### src/rtl/cnn_job_sequencer_pkg.sv
// Shared constants, job-state encodings and sizing helpers for the CNN job sequencer.
package cnn_pkg;

  localparam int WEIGHT_RES_DEF   = 8;
  localparam int KERNEL_WIDTH_DEF = 3;
  localparam int KERNEL_SIZE_DEF  = 9;
  localparam int MAX_DIM_DEF      = 32;
  localparam int TIMEOUT_CYC_DEF  = 1024;
  localparam int DESC_LEN         = KERNEL_SIZE_DEF + 2;

  typedef logic [2:0] job_state_t;

  localparam job_state_t ST_IDLE  = 3'd0;
  localparam job_state_t ST_ARM   = 3'd1;
  localparam job_state_t ST_RUN   = 3'd2;
  localparam job_state_t ST_DRAIN = 3'd3;
  localparam job_state_t ST_DONE  = 3'd4;

  // Pixel counters must hold D*D for the largest legal D.
  function automatic int cnt_w(input int max_dim);
    return 2 * $clog2(max_dim);
  endfunction

endpackage

### src/rtl/cnn_job_sequencer_if.sv
// Byte-wide AXI-Stream style descriptor port.
interface cnn_job_sequencer_if #(
  parameter int WEIGHT_RES = 8
);
  logic [WEIGHT_RES-1:0] cfg_tdata;
  logic                  cfg_tvalid;
  logic                  cfg_tlast;
  logic                  cfg_tready;

  modport master (output cfg_tdata, cfg_tvalid, cfg_tlast, input cfg_tready);
  modport slave  (input cfg_tdata, cfg_tvalid, cfg_tlast, output cfg_tready);
endinterface

### src/rtl/cnn_job_sequencer_cfg_desc_loader.sv
// Collects descriptor bytes into a shadow register, validates them and holds
// the result until the job FSM consumes it.
module cfg_desc_loader
  import cnn_pkg::*;
#(
  parameter int WEIGHT_RES   = WEIGHT_RES_DEF,
  parameter int KERNEL_WIDTH = KERNEL_WIDTH_DEF,
  parameter int KERNEL_SIZE  = KERNEL_SIZE_DEF,
  parameter int MAX_DIM      = MAX_DIM_DEF
) (
  input  logic                                   clk,
  input  logic                                   rst_n,
  cnn_job_sequencer_if.slave                     cfg,
  input  logic                                   consume,
  output logic                                   shadow_valid,
  output logic [$clog2(MAX_DIM)-1:0]             shadow_dim,
  output logic [WEIGHT_RES*(KERNEL_SIZE+1)-1:0]  shadow_weights,
  output logic                                   err_pulse
);

  localparam int NBYTES = KERNEL_SIZE + 2;
  localparam int IDX_W  = $clog2(NBYTES);
  localparam int DIM_W  = $clog2(MAX_DIM);

  logic [IDX_W-1:0]             idx;
  logic                         discard;
  logic [NBYTES*WEIGHT_RES-1:0] desc;
  logic                         beat;
  logic                         at_end;
  logic                         dim_ok;

  assign cfg.cfg_tready = !shadow_valid;
  assign beat           = cfg.cfg_tvalid && !shadow_valid;
  assign at_end         = (idx == IDX_W'(NBYTES - 1));
  // Full byte is checked so out-of-range values cannot alias into DIM_W bits.
  assign dim_ok         = (desc[WEIGHT_RES-1:0] >= WEIGHT_RES'(KERNEL_WIDTH)) &&
                          (desc[WEIGHT_RES-1:0] <= WEIGHT_RES'(MAX_DIM - 1));

  assign shadow_dim     = desc[DIM_W-1:0];
  assign shadow_weights = desc[NBYTES*WEIGHT_RES-1:WEIGHT_RES];

  always_ff @(posedge clk or negedge rst_n) begin
    if (!rst_n) begin
      idx          <= '0;
      discard      <= 1'b0;
      desc         <= '0;
      shadow_valid <= 1'b0;
      err_pulse    <= 1'b0;
    end else begin
      err_pulse <= 1'b0;
      if (consume) shadow_valid <= 1'b0;
      if (beat) begin
        if (discard) begin
          if (cfg.cfg_tlast) discard <= 1'b0;
        end else begin
          desc[idx*WEIGHT_RES +: WEIGHT_RES] <= cfg.cfg_tdata;
          if (at_end) begin
            idx <= '0;
            if (!cfg.cfg_tlast) begin
              err_pulse <= 1'b1;
              discard   <= 1'b1;
            end else if (dim_ok) begin
              shadow_valid <= 1'b1;
            end else begin
              err_pulse <= 1'b1;
            end
          end else if (cfg.cfg_tlast) begin
            idx       <= '0;
            err_pulse <= 1'b1;
          end else begin
            idx <= idx + 1'b1;
          end
        end
      end
    end
  end

endmodule

### src/rtl/cnn_job_sequencer.sv
// Job-level controller: double-buffered descriptors, accelerator reset/gating,
// pixel-count based completion and sticky error reporting.
module cnn_job_sequencer
  import cnn_pkg::*;
#(
  parameter int WEIGHT_RES   = WEIGHT_RES_DEF,
  parameter int KERNEL_WIDTH = KERNEL_WIDTH_DEF,
  parameter int KERNEL_SIZE  = KERNEL_SIZE_DEF,
  parameter int MAX_DIM      = MAX_DIM_DEF,
  parameter int TIMEOUT_CYC  = TIMEOUT_CYC_DEF
) (
  input  logic                                   clk_i,
  input  logic                                   resetn_i,
  cnn_job_sequencer_if.slave                     cfg,
  output logic [WEIGHT_RES*(KERNEL_SIZE+1)-1:0]  kernel_weights,
  output logic [$clog2(MAX_DIM)-1:0]             image_dimension,
  output logic                                   accel_resetn,
  output logic                                   in_gate,
  input  logic                                   px_in_fire,
  input  logic                                   px_out_fire,
  input  logic                                   px_out_last,
  output logic                                   busy,
  output logic                                   job_done,
  output logic                                   err,
  output logic [7:0]                             jobs_done
);

  localparam int DIM_W = $clog2(MAX_DIM);
  localparam int CNT_W = cnt_w(MAX_DIM);
  localparam int WD_W  = $clog2(TIMEOUT_CYC + 1);

  job_state_t                            state;
  logic [CNT_W-1:0]                      in_cnt, out_cnt, in_tot, out_tot;
  logic [CNT_W-1:0]                      dim_c, side_c;
  logic [WD_W-1:0]                       wd;
  logic                                  consume, shadow_valid, load_err;
  logic [DIM_W-1:0]                      shadow_dim;
  logic [WEIGHT_RES*(KERNEL_SIZE+1)-1:0] shadow_weights;
  logic                                  out_legal, last_exp, last_bad, stray_out, timeout;

  cfg_desc_loader #(
    .WEIGHT_RES  (WEIGHT_RES),
    .KERNEL_WIDTH(KERNEL_WIDTH),
    .KERNEL_SIZE (KERNEL_SIZE),
    .MAX_DIM     (MAX_DIM)
  ) u_loader (
    .clk           (clk_i),
    .rst_n         (resetn_i),
    .cfg           (cfg),
    .consume       (consume),
    .shadow_valid  (shadow_valid),
    .shadow_dim    (shadow_dim),
    .shadow_weights(shadow_weights),
    .err_pulse     (load_err)
  );

  assign consume   = (state == ST_IDLE) && shadow_valid;
  assign dim_c     = CNT_W'(shadow_dim);
  assign side_c    = dim_c - CNT_W'(KERNEL_WIDTH - 1);

  assign out_legal = (state == ST_RUN) || (state == ST_DRAIN);
  assign last_exp  = (out_cnt == out_tot - 1'b1);
  assign last_bad  = out_legal && px_out_fire && (px_out_last != last_exp);
  assign stray_out = !out_legal && px_out_fire;
  assign timeout   = (state == ST_DRAIN) && (out_cnt != out_tot) && !px_out_fire &&
                     (wd == WD_W'(TIMEOUT_CYC - 1));

  assign accel_resetn = out_legal;
  assign in_gate      = (state == ST_RUN);
  assign busy         = (state != ST_IDLE);
  assign job_done     = (state == ST_DONE);

  always_ff @(posedge clk_i or negedge resetn_i) begin
    if (!resetn_i) begin
      state           <= ST_IDLE;
      kernel_weights  <= '0;
      image_dimension <= '0;
      in_cnt          <= '0;
      out_cnt         <= '0;
      in_tot          <= '0;
      out_tot         <= '0;
      wd              <= '0;
      err             <= 1'b0;
      jobs_done       <= '0;
    end else begin
      err <= err | load_err | last_bad | stray_out | timeout;
      if (out_legal && px_out_fire) out_cnt <= out_cnt + 1'b1;
      case (state)
        ST_IDLE: begin
          if (shadow_valid) begin
            kernel_weights  <= shadow_weights;
            image_dimension <= shadow_dim;
            in_tot          <= dim_c * dim_c;
            out_tot         <= side_c * side_c;
            in_cnt          <= '0;
            out_cnt         <= '0;
            wd              <= '0;
            state           <= ST_ARM;
          end
        end
        ST_ARM: state <= ST_RUN;
        ST_RUN: begin
          if (px_in_fire) begin
            in_cnt <= in_cnt + 1'b1;
            if (in_cnt == in_tot - 1'b1) state <= ST_DRAIN;
          end
        end
        ST_DRAIN: begin
          // Completion wins over the watchdog; any output fire rearms it.
          if (out_cnt == out_tot)  state <= ST_DONE;
          else if (px_out_fire)    wd    <= '0;
          else if (timeout)        state <= ST_DONE;
          else                     wd    <= wd + 1'b1;
        end
        ST_DONE: begin
          jobs_done <= jobs_done + 1'b1;
          state     <= ST_IDLE;
        end
        default: state <= ST_IDLE;
      endcase
    end
  end

endmodule

### src/flat_wrapper.sv
// flat-port wrapper written by rule: the top's interface ports become plain ports
module cnn_job_sequencer_flat import cnn_pkg::*;
#(
  parameter int WEIGHT_RES   = WEIGHT_RES_DEF,
  parameter int KERNEL_WIDTH = KERNEL_WIDTH_DEF,
  parameter int KERNEL_SIZE  = KERNEL_SIZE_DEF,
  parameter int MAX_DIM      = MAX_DIM_DEF,
  parameter int TIMEOUT_CYC  = TIMEOUT_CYC_DEF
)
  (clk_i, resetn_i, kernel_weights, image_dimension, accel_resetn, in_gate, px_in_fire, px_out_fire, px_out_last, busy, job_done, err, jobs_done, cfg_cfg_tdata, cfg_cfg_tvalid, cfg_cfg_tlast, cfg_cfg_tready);
  cnn_job_sequencer_if #(.WEIGHT_RES(WEIGHT_RES)) cfg_i ();
  input  logic clk_i;
  input  logic resetn_i;
  output logic [WEIGHT_RES*(KERNEL_SIZE+1)-1:0] kernel_weights;
  output logic [$clog2(MAX_DIM)-1:0] image_dimension;
  output logic accel_resetn;
  output logic in_gate;
  input  logic px_in_fire;
  input  logic px_out_fire;
  input  logic px_out_last;
  output logic busy;
  output logic job_done;
  output logic err;
  output logic [7:0] jobs_done;
  input wire logic [$bits(cfg_i.cfg_tdata)-1:0] cfg_cfg_tdata;
  input wire logic [$bits(cfg_i.cfg_tvalid)-1:0] cfg_cfg_tvalid;
  input wire logic [$bits(cfg_i.cfg_tlast)-1:0] cfg_cfg_tlast;
  output wire logic [$bits(cfg_i.cfg_tready)-1:0] cfg_cfg_tready;
  assign cfg_i.cfg_tdata = cfg_cfg_tdata;
  assign cfg_i.cfg_tvalid = cfg_cfg_tvalid;
  assign cfg_i.cfg_tlast = cfg_cfg_tlast;
  assign cfg_cfg_tready = cfg_i.cfg_tready;
  cnn_job_sequencer #(.WEIGHT_RES(WEIGHT_RES), .KERNEL_WIDTH(KERNEL_WIDTH), .KERNEL_SIZE(KERNEL_SIZE), .MAX_DIM(MAX_DIM), .TIMEOUT_CYC(TIMEOUT_CYC)) u_core (.clk_i(clk_i), .resetn_i(resetn_i), .cfg(cfg_i), .kernel_weights(kernel_weights), .image_dimension(image_dimension), .accel_resetn(accel_resetn), .in_gate(in_gate), .px_in_fire(px_in_fire), .px_out_fire(px_out_fire), .px_out_last(px_out_last), .busy(busy), .job_done(job_done), .err(err), .jobs_done(jobs_done));
endmodule
### config.mk
export PLATFORM = sky130hd
export DESIGN_NAME = cnn_job_sequencer_flat
export DESIGN_NICKNAME = d
export VERILOG_FILES = /design/src/rtl/cnn_job_sequencer_pkg.sv /design/src/rtl/cnn_job_sequencer_if.sv /design/src/rtl/cnn_job_sequencer_cfg_desc_loader.sv /design/src/rtl/cnn_job_sequencer.sv /design/src/flat_wrapper.sv
export SDC_FILE = /design/constraint.sdc
export NUM_CORES = 1
export LEC_CHECK = 0
export ABC_AREA = 0
export BUFFER_PORTS_ARGS = -buffer_cell sky130_fd_sc_hd__buf_4
export CAP_MARGIN = 25
export CORE_MARGIN = 1
export CORE_UTILIZATION = 50
export DETAILED_ROUTE_END_ITERATION = 16
export GPL_TIMING_DRIVEN = 1
export HOLD_SLACK_MARGIN = 0.12
export PLACE_DENSITY = 0.69
export SKIP_CTS_REPAIR_TIMING = 1
export SYNTH_ARGS = -nofsm -noshare
export SYNTH_HDL_FRONTEND = slang
export SYNTH_SLANG_ARGS = --single-unit
### constraint.sdc
create_clock -name clk_i -period 8.4 [get_ports clk_i]
set_input_delay 1.68 -clock clk_i [delete_from_list [all_inputs] [get_ports clk_i]]
set_output_delay 1.68 -clock clk_i [all_outputs]
set_load 0.02 [all_outputs]
==> results.tsv <==
stage	metric	value	unit
layout	sequential cell area	5980	um2
critical_path	Critical Path RT	8.79	ns
placement	PortBufs	113	
synthesis	syn nets	1255	
critical_path	CP max-delay cell	dfrtp_1	
synthesis	Primary FF master, synth	dfrtp_1	
sta	RSZ-0062 raised after global routing	no	
critical_path	most used cell along the critical path	fa_1	
routing	Post-route DRC	0	
critical_path	WP data arrival	5.55	ns
floorplanning	Starting Density	0.516	
synthesis	Async SR Flop Fraction	1.00	
layout	FILL cells	1998	
critical_path	Crit. Startpoint	u_core.u_loader.desc[1]	
synthesis	#FFs+latches synth	239	
floorplanning	row cnt	55	
global_routing	number of global-route vias before repair	8296	
routing	DRT Wirelength	24.9	mm
run_status	status	finished, final reports clean	
synthesis	Yosys warnings	0	
min_path	Hold Crit Start	u_core.u_loader.desc[59]	
routing	ANT nets after route	0	
synthesis	Post-synth EDFFs	0	
sta	final setup vio count	0	
floorplanning	core area	22900	um2
critical_path	CP Buf/Inv Count	4	
layout	layout cells sized above 1	0.190	
routing	TritonRoute pass-1 iters	4	
min_path	worst-case hold path end point	u_core.kernel_weights[51]	
layout	commonest non-fill, non-tap cell in the layout	nand2_1	
floorplanning	Die ar.	24300	um2
min_path	Hold WC Path Type	reg2reg	
sta	min cycle time layout	5.16	ns
sta	Final Cycle Share	0.614	
critical_path	Slowest Stage Delay on Critical Path	0.56	ns
layout	Multi-input gate area	5370	um2
min_path	Hold Crit Depth	2	
sta	clock skew	0.0159	ns
flow_run	Max Cap Violations	0	
critical_path	depth of the worst register-to-register path	16	
floorplanning	I/O pin total	114	
synthesis	Netlist cell types	65	
critical_path	startpoint types	flop	
critical_path	reg2reg start	u_core.u_loader.desc[1]	
global_routing	first-pass GRT wire length	41.9	mm
routing	DRT iter0 DRCs	429	
critical_path	CP Capture Type	flop	
global_routing	GRT Util Overall	0.215	
placement	HPWL after detailed placement	16.8	mm
sta	FMAX	0.194	GHz
sta	Final Hold Vio Count	0	
critical_path	Setup CP Type	reg2reg	
clocking	Inserted Clock Buffers	25	
clocking	clk buf depth	3	
critical_path	CP max FO	13	
synthesis	Seq/Total Area, Yosys	0.506	
sta	Final Slew Violations	0	
sta	Worst-Margin Slew	0.973	ns
critical_path	Reg2Reg Setup Slack	3.24	ns
global_routing	initial antenna violation count	0	
sta	relative max-transition margin	0.351	
layout	post-layout net count	1340	
sta	post-route setup TNS	0	ns
critical_path	worst r2r dst	u_core.out_tot[9]	
routing	via count	8279	
critical_path	worst-path cell chain	inv_1, ha_1, or2_2, inv_1, fa_1, inv_1, fa_1, fa_1, fa_1, fa_1, inv_1, ha_1, a21oi_1, o21ai_0, xnor2_1, o21ai_0	
layout	area growth from synthesis to layout	15.3	%
global_routing	largest net degree at the start of global routing	130	
clocking	TritonCTS clock tree	done	
clocking	Skew-Pair Late Insertion Delay	0.54	ns
clocking	clk slew on worst S/H paths	0.06	ns
layout	highest-count cells in the layout ignoring fill and taps	nand2_1, dfrtp_1, buf_4, o21ai_0, mux2_2	
synthesis	syn_area_per_cell	10.1	um2
routing	vias per cell	5.20	
floorplanning	Vert. Die Dim	156	um
clocking	CTS root buf	clkbuf_16	
clocking	H-tree depth	1	
routing	DR WL/cell	15.6	um
synthesis	Post-Syn Instances	1176	
synthesis	synthesized area	11800	um2
placement	GP Congestion	0.793	
critical_path	top cell family by delay on the critical path	adder cells	
floorplanning	chip width	156	um
global_routing	GR Overflow Total	0	
clocking	Sink Count	239	
[tightest hold or removal path: stages (launching register included)]
cell and delay [ns]:
dfrtp_1 0.34, nand2_1 0.05, nand2_1 0.05
[synth_stat cells (19+ instances only)]
library cell | count | area [um2]
xor2_1 | 36 | 315
and3_1 | 20 | 125
xnor2_1 | 33 | 289
o21ai_0 | 83 | 415
mux2_2 | 64 | 721
inv_1 | 63 | 236
dfrtp_1 | 239 | 5980
nand3_1 | 33 | 165
ha_1 | 45 | 563
fa_1 | 19 | 380
nand2_1 | 285 | 1070
nor2_1 | 44 | 165
clkbuf_1 | 47 | 176
[metal layers]
layer | GRT usage | wire length, um | share of wire
met5 | 0 | 0 | 0
met4 | 0.0500 | 477 | 0.019
met3 | 0.0386 | 1080 | 0.043
met2 | 0.359 | 12000 | 0.48
met1 | 0.292 | 11300 | 0.45
[final cells by class]
class / instances / area share
clock inverter: 7 / 0.00404
sequential: 239 / 0.439
tap: 313 / 0.0287
inverter: 63 / 0.0173
multi-input combinational: 815 / 0.394
timing repair buffer: 117 / 0.0650
antenna: 1 / 0.000184
clock buffer: 37 / 0.0521
[stage by stage]
step / setup slack (ns) / cells / instance area, um2 / hold WS, ns / util
3_3_place_gp: 3.36 / 1547 / 12900 / 0.441 / 0.561
5_1_grt: 2.85 / 1591 / 13600 / 0.484 / 0.595
3_5_place_dp: 3.22 / 1547 / 12900 / 0.449 / 0.561
4_1_cts: 3.21 / 1591 / 13600 / 0.466 / 0.595
6_report: 3.24 / 1592 / 13600 / 0.466 / 0.595
2_1_floorplan: 3.46 / 1176 / 11800 / 0.432 / -
[kinds of logic (layout without fill, tap and decap cells)]
logic type               Yosys count  in the layout  share of synthesized area
AO/OA/AOI/OAI                    141            141                     0.0738
XOR/XNOR                          70             70                     0.0525
adder cells (fa/ha/maj)           64             64                     0.0798
buffers and inverters            122            224                     0.0408
flip-flops                       239            239                      0.506
multiplexers                      69             69                     0.0656
other                              0              1                          0
AND/OR/NAND/NOR                  471            471                      0.182
[sequential cells by signal, indices dropped and copies added, names as in the netlist]
signal and count:
u_core.u_loader.err_pulse 1, u_core.u_loader.shadow_valid 1, u_core.wd 11, u_core.err 1, u_core.u_loader.discard 1, u_core.u_loader.desc 88, u_core.state 3, u_core.out_cnt 10
u_core.image_dimension 4, u_core.out_tot 9, u_core.kernel_weights 80, u_core.in_tot 8, u_core.u_loader.idx 4, u_core.jobs_done 8, u_core.in_cnt 10
[worst max-delay path by stage]
stage / to / slack (ns) / depth (start not counted)
2_1_floorplan: u_core.out_tot[9] / 3.46 / 17
3_3_place_gp: u_core.out_tot[9] / 3.36 / 16
3_5_place_dp: u_core.out_tot[9] / 3.22 / 16
4_1_cts: u_core.out_tot[9] / 3.21 / 16
5_1_grt: u_core.out_tot[9] / 2.85 / 16
6_report: u_core.out_tot[9] / 3.24 / 16
Power is left out: the tool's default activity adds up to more than one toggle a clock period on the data nets, which glitch-free logic cannot reach.
